`config.mk`:
```
export PLATFORM = sky130hd
export DESIGN_NAME = bounded_counter
export DESIGN_NICKNAME = d
export VERILOG_FILES = /design/src/rtl/bounded_counter.sv
export SDC_FILE = /design/constraint.sdc
export NUM_CORES = 1
export LEC_CHECK = 0
export CORE_ASPECT_RATIO = 1.2
export CORE_MARGIN = 5
export CORE_UTILIZATION = 45
export CTS_CLUSTER_SIZE = 14
export DETAILED_ROUTE_END_ITERATION = 10
export DONT_BUFFER_PORTS = 1
export SETUP_SLACK_MARGIN = 0.05
export SLEW_MARGIN = 20
export SYNTH_ARGS = -nofsm -noshare
export SYNTH_HDL_FRONTEND = slang
export SYNTH_SLANG_ARGS = --single-unit
```
`constraint.sdc`:
```
create_clock -name clk -period 3.3 [get_ports clk]
set_input_delay 0.66 -clock clk [delete_from_list [all_inputs] [get_ports clk]]
set_output_delay 0.66 -clock clk [all_outputs]
set_load 0.01 [all_outputs]
```
`src/rtl/bounded_counter.sv`:
```
// Loadable up/down counter with overflow/underflow detection, wrap or saturate at the boundary.
// Latency: data_out and event pulses update one clk edge after the command.
// Backpressure: none; every command is accepted on every cycle.
//
// Ports:
//   clk, rst         rising-edge clock; synchronous active-low reset
//   ld, data_in      load data_in (highest priority, never raises an event)
//   inc, dec         step requests; both together means hold
//   clr_sticky       clears sticky flags and event counters (a same-cycle event still lands)
//   data_out         registered count; at_max / at_min decode it combinationally
//   ovf_*/udf_*      one-cycle pulse, sticky flag and saturating count per event kind
module bounded_counter #(
  parameter int WIDTH    = 3,
  parameter int SATURATE = 0,
  parameter int CNT_W    = 4
) (
  input  logic             clk,
  input  logic             rst,
  input  logic             ld,
  input  logic             inc,
  input  logic             dec,
  input  logic [WIDTH-1:0] data_in,
  input  logic             clr_sticky,
  output logic [WIDTH-1:0] data_out,
  output logic             at_max,
  output logic             at_min,
  output logic             ovf_pulse,
  output logic             udf_pulse,
  output logic             ovf_sticky,
  output logic             udf_sticky,
  output logic [CNT_W-1:0] ovf_count,
  output logic [CNT_W-1:0] udf_count
);

  localparam logic [WIDTH-1:0] MAX_VAL = {WIDTH{1'b1}};
  localparam logic [CNT_W-1:0] CNT_MAX = {CNT_W{1'b1}};

  logic             step_up;
  logic             step_dn;
  logic             ovf_ev;
  logic             udf_ev;
  logic [WIDTH-1:0] next_q;

  assign at_max = (data_out == MAX_VAL);
  assign at_min = (data_out == '0);

  // Exactly one of inc/dec, and no load, makes a step; events are judged on
  // the current value so a load of a boundary value never counts as one.
  assign step_up = ~ld & inc & ~dec;
  assign step_dn = ~ld & dec & ~inc;
  assign ovf_ev  = step_up & at_max;
  assign udf_ev  = step_dn & at_min;

  always_comb begin
    next_q = data_out;
    if (ld) begin
      next_q = data_in;
    end else if (ovf_ev) begin
      next_q = (SATURATE != 0) ? MAX_VAL : '0;
    end else if (udf_ev) begin
      next_q = (SATURATE != 0) ? '0 : MAX_VAL;
    end else if (step_up) begin
      next_q = data_out + 1'b1;
    end else if (step_dn) begin
      next_q = data_out - 1'b1;
    end
  end

  always_ff @(posedge clk) begin
    if (!rst) begin
      data_out   <= '0;
      ovf_pulse  <= 1'b0;
      udf_pulse  <= 1'b0;
      ovf_sticky <= 1'b0;
      udf_sticky <= 1'b0;
      ovf_count  <= '0;
      udf_count  <= '0;
    end else begin
      data_out  <= next_q;
      ovf_pulse <= ovf_ev;
      udf_pulse <= udf_ev;

      // Set beats clear: an event coinciding with clr_sticky leaves flag=1, count=1.
      ovf_sticky <= ovf_ev | (ovf_sticky & ~clr_sticky);
      udf_sticky <= udf_ev | (udf_sticky & ~clr_sticky);

      if (clr_sticky) begin
        ovf_count <= ovf_ev ? CNT_W'(1) : '0;
      end else if (ovf_ev && ovf_count != CNT_MAX) begin
        ovf_count <= ovf_count + CNT_W'(1);
      end

      if (clr_sticky) begin
        udf_count <= udf_ev ? CNT_W'(1) : '0;
      end else if (udf_ev && udf_count != CNT_MAX) begin
        udf_count <= udf_count + CNT_W'(1);
      end
    end
  end

endmodule

```
== Yosys cells after proc, flatten, opt, wreduce, memory -nomap -nowiden ==
Cells that the tools add are included.

* Bits in registers: 15
* Input bits: 9
* Output and inout bits: 17

* Add/sub/neg operators: 4
* Eq/ne operators: 3
* Muxes and demuxes: 11
* Bitwise gates (word level): 14
* Reductions and logical operators: 6

{| class="wikitable"
|+ Operators with widths
! cell !! count
|-
| 4-bit 2-to-1 mux || 4
|-
| 3-bit 2-to-1 mux || 5
|-
| 4-bit by 1-bit adder with 4-bit output, second input constant || 2
|-
| 1-bit AND || 8
|-
| 4-bit inequality test, second input constant || 2
|-
| 5-bit nonzero test || 1
|-
| 1-bit inverter || 4
|-
| 2-bit nonzero test || 2
|-
| 3-bit by 1-bit adder with 3-bit output, second input constant || 1
|-
| 3-bit equality test, second input constant || 1
|-
| 3-bit zero test || 1
|-
| 3-bit by 1-bit subtractor with 3-bit output, second input constant || 1
|-
| 1-bit logical AND || 2
|-
| 1-bit 2-to-1 mux || 2
|-
| 1-bit OR || 2
|}

== Logic depth before layout (Yosys ltp) ==
* Word-level depth: 8
* Gate-level depth with buffers: 8

== Worst setup path before layout ==
Ideal clock, no wire load.

* Path kind: input -> register
* Start: in ld
* End: reg data_out[2]
* Data arrival time: 2.058 ns
* Data required time: 3.230 ns
* Setup slack: 1.172 ns
* Stages: 8
* Buffers on the path: 1
* Cell sequence: buf_2 > nor3b_2 > inv_1 > fa_1 > xnor2_1 > xnor2_1 > o221ai_1 > a21boi_1

* Word-level cells in the longest chain between the ends: 7

{| class="wikitable"
|+ Ends and longest elaborated chain
! element !! line !! text
|-
| start, declared || 19 || <nowiki>input logic ld,</nowiki>
|-
| 1-bit inverter || 49, 50 ||
|-
| 1-bit AND, on equally long branches (2 in a row) || 49, 50 ||
|-
| 3-bit 2-to-1 mux or 1-bit AND (tied branches) || 62, 52 ||
|-
| 3-bit 2-to-1 mux || 60 || <nowiki>end else if (udf_ev) begin</nowiki>
|-
| 3-bit 2-to-1 mux || 58 || <nowiki>end else if (ovf_ev) begin</nowiki>
|-
| 3-bit 2-to-1 mux || 56 || <nowiki>if (ld) begin</nowiki>
|-
| end signal, assigned || 79 || <nowiki>data_out <= next_q;</nowiki>
|-
| end, declared || 24 || <nowiki>output logic [WIDTH-1:0] data_out,</nowiki>
|}

Parallel ways exist; a longest one is shown, timed or not.
A chain may end at the register's enable or synchronous reset.

== Final worst setup path ==
* Start: in dec
* End: reg data_out[2]

* Word-level cells in the longest chain between the ends: 6

{| class="wikitable"
|+ Ends and longest elaborated chain
! element !! line !! text
|-
| start, declared || 21 || <nowiki>input logic dec,</nowiki>
|-
| 1-bit AND or 1-bit inverter (tied branches) || 50, 49 ||
|-
| 1-bit AND, on equally long branches || 50, 49 ||
|-
| 1-bit AND or 3-bit 2-to-1 mux (tied branches) || 52, 62 ||
|-
| 3-bit 2-to-1 mux || 60 ||
|-
| 3-bit 2-to-1 mux || 58 ||
|-
| 3-bit 2-to-1 mux || 56 ||
|}

Parallel ways exist; a longest one is shown, timed or not.

==> flow_metrics.tcl <==
set metrics [dict create \
    intPower_mw 0.2532 \
    vias 613 \
    nNetsFinal 97 \
    async_flop_share_pct 0 \
    synth-compound-area-share_pct 18.94 \
    std_cell_rows 16 \
    dp_cells 98 \
    grt_pass1_wl_um 2622 \
    yosys.area.top_type "dfxtp_1" \
    p_sw_mw 0.08379 \
    synth_top_family_by_area "simple AND/OR/NAND/NOR gates" \
    synth_edf_count 0 \
    synth_fp_nets 97 \
    critPathKind "input pin to flop" \
    period_needed_ns 1.817 \
    cts.repair.resized 0 \
    min_to "ovf_sticky" \
    insertion_delay_ns 0.27 \
    numCtsBuffers 3 \
    dieWidth_um 48.63 \
    clock_path_buffers 2 \
    synthXorXnorAreaFrac_pct 4.348 \
    maxCapViolations 0 \
    ys_ff_latch 15 \
    ir_worst_vdd_v 0.0001811 \
    wire_per_inst_um 15.89 \
    coreArea_sq_mm 0.001662 \
    setup_viol 0 \
    antenna_left 0 \
    grt_overflow_total 0 \
    hp-start "rst" \
    sw_frac_of_total_pct 24.87 \
    die_y_um 56.36 \
    final_cell_mix "dfxtp_1, a21oi_1, nand3_1" \
    numClockSinks 15 \
    rsz0062_at_grt "no" \
    register_area_sq_um 300.3 \
    hold_depth 1 \
    synth.distinct_cells 34 \
    n_antenna_cell 0 \
    initialDrtViolationCount 7 \
    r2r_cells 4 \
    fmaxAchievable_ghz 0.5505 \
    synth_top_area_share_pct 37.27 \
    synth_cells 85 \
    gp_congestion 0.7182 \
    worst-r2r-setup-slack_ns 1.55 \
    critPathCaptureType "flop" \
    synthMuxAreaShare_pct 1.242 \
    yosysSeqAreaShare_pct 37.27 \
    p_seq_share_pct 58.7 \
    cp-start-kind "input pin" \
    drive_gt1_share_pct 10.71 \
    totalNegativeSetupSlack_ns 0 \
    dpl.hpwl_um 1201 \
    antenna_found_initial 0 \
    synth-adder-area-share_pct 5.590 \
    cts_tree "done" \
    finalCritPeriodShare_pct 55.05 \
    drtPass1Iterations 2 \
    die_area_sq_mm 0.002741 \
    slew-limit-headroom_pct 59.59 \
    yosys_warnings 0 \
    p_leak_nw 0.3073 \
    tightest_slew_ns 0.6035 \
    critPathRequiredTime_ns 3.51 \
    min_path_type "input pin to flop" \
    avgSynthCellArea_sq_um 9.480 \
    fill_cells 168 \
    floorplan.initialDensity_pct 48.49 \
    power.density_mw_per_mm2 408.7 \
    drv_slew 0 \
    synthTopCellsByArea "dfxtp_1, a21oi_1, and4b_1" \
    r2r-start "data_out[2]" \
    path_clk_slew_ns 0.09 \
    hold_buffers 0 \
    reg2reg_to "udf_count[3]" \
    grt_usage_pct 11.73 \
    hold_viol_final 0 \
    cp_max_fo 4 \
    grt_pass1_vias 565 \
    multi_input_area_sq_um 464.2 \
    crit_arrival_ns 2.02 \
    ctsHtreeMaxLevel 1 \
    power_frac_comb_pct 11.4 \
    post-cts-setup-buffer-count 0 \
    finalClockSkew_ns 0.002695 \
    io_pins 26 \
    syn2layout_area_growth_pct 2.329 \
    synth-main-ff-cell "dfxtp_1" \
    grt_max_degree 13 \
    drc_errors 0 \
    syn_area_sq_um 805.8 \
    vias_per_cell 6.010 \
    cts-root-buf "clkbuf_4" \
    status "completed" \
    io_buffer_count 0 \
    synthSimpleGateAreaFrac_pct 27.48 \
    clkPwrFrac_pct 30.0 \
    routed_wl_um 1621 \
    final_common_cell "dfxtp_1" \
    finalNonFillerCells 102 \
]
routing by layer:
metal	vias to the layer above	global-route usage [%]	wire (um)
met1	285	13.89	702
li1	307	-	-
met4	0	4.615	10
met3	2	5.556	166
met2	19	18.10	741
met5	-	0	0
power by group through the flow:
| stage | clock network, mW | registers [mW] | logic, mW |
|---|---|---|---|
| after floorplan | 0 | 0.200 | 0.0382 |
| after global placement | 0 | 0.202 | 0.0375 |
| after detailed placement | 0 | 0.202 | 0.0388 |
| after CTS | 0.107 | 0.198 | 0.0389 |
| after global routing | 0.115 | 0.199 | 0.0435 |
| final | 0.101 | 0.198 | 0.0383 |
worst max path at each step:
stage | startpoint | to | slack (ns) | cells after the start
2_1_floorplan | ld | data_out[2] | 1.17 | 8
3_3_place_gp | dec | data_out[2] | 1.26 | 7
3_5_place_dp | dec | data_out[2] | 1.20 | 7
4_1_cts | data_out[0] | at_max | 1.47 | 1
5_1_grt | dec | data_out[2] | 1.35 | 7
6_report | dec | data_out[2] | 1.48 | 7
cells in the mapped netlist (all sizes together), types with 3 or more instances:
master	number
and4b	4
a21boi	3
dfxtp	15
buf	5
nor2b	3
a21oi	9
o21ai	3
nor3	5
nand3	5
and3	4
inv	3
a31oi	3
area by class of cell:
| type | instances | area share (%) |
|---|---|---|
| Clock buffer | 4 | 3.187 |
| Inverter | 3 | 1.366 |
| Multi-Input combinational cell | 62 | 56.30 |
| Sequential cell | 15 | 36.42 |
| Tap cell | 18 | 2.731 |
logic make-up (layout without fill, tap and decap cells):
kind of cell             count (synthesis)  in the layout
AND/OR/NAND/NOR                         30             30
AO/OA/AOI/OAI                           24             24
flip-flops                              15             15
XOR/XNOR                                 4              4
multiplexers                             1              1
buffers and inverters                    8              7
adder cells (fa/ha/maj)                  3              3
state kept, by name, indices dropped and copies added (netlist names):
register    count
ovf_count       4
udf_count       4
data_out        3
ovf_pulse       1
ovf_sticky      1
udf_pulse       1
udf_sticky      1
critical path: stages:
cell      delay, ns
nor3b_2        0.23
inv_1          0.12
fa_1           0.40
xnor2_1        0.18
xnor2_1        0.13
o221ai_1       0.13
a21boi_1       0.17
through the flow:
| step | hold slack [ns] | util (%) | setup slack [ns] | instance area (sq um) | total power [mW] |
|---|---|---|---|---|---|
| 2_1_floorplan | 0.5039 | - | 1.172 | 805.8 | 0.2380 |
| 3_3_place_gp | 0.5301 | 48.04 | 1.264 | 798.3 | 0.2396 |
| 3_5_place_dp | 0.5335 | 48.04 | 1.200 | 798.3 | 0.2412 |
| 4_1_cts | 0.4948 | 49.62 | 1.466 | 824.5 | 0.3438 |
| 5_1_grt | 0.4916 | 49.62 | 1.350 | 824.5 | 0.3577 |
| 6_report | 0.5051 | 49.62 | 1.483 | 824.5 | 0.3370 |
Note: power is estimated with default switching activity, not from simulation.
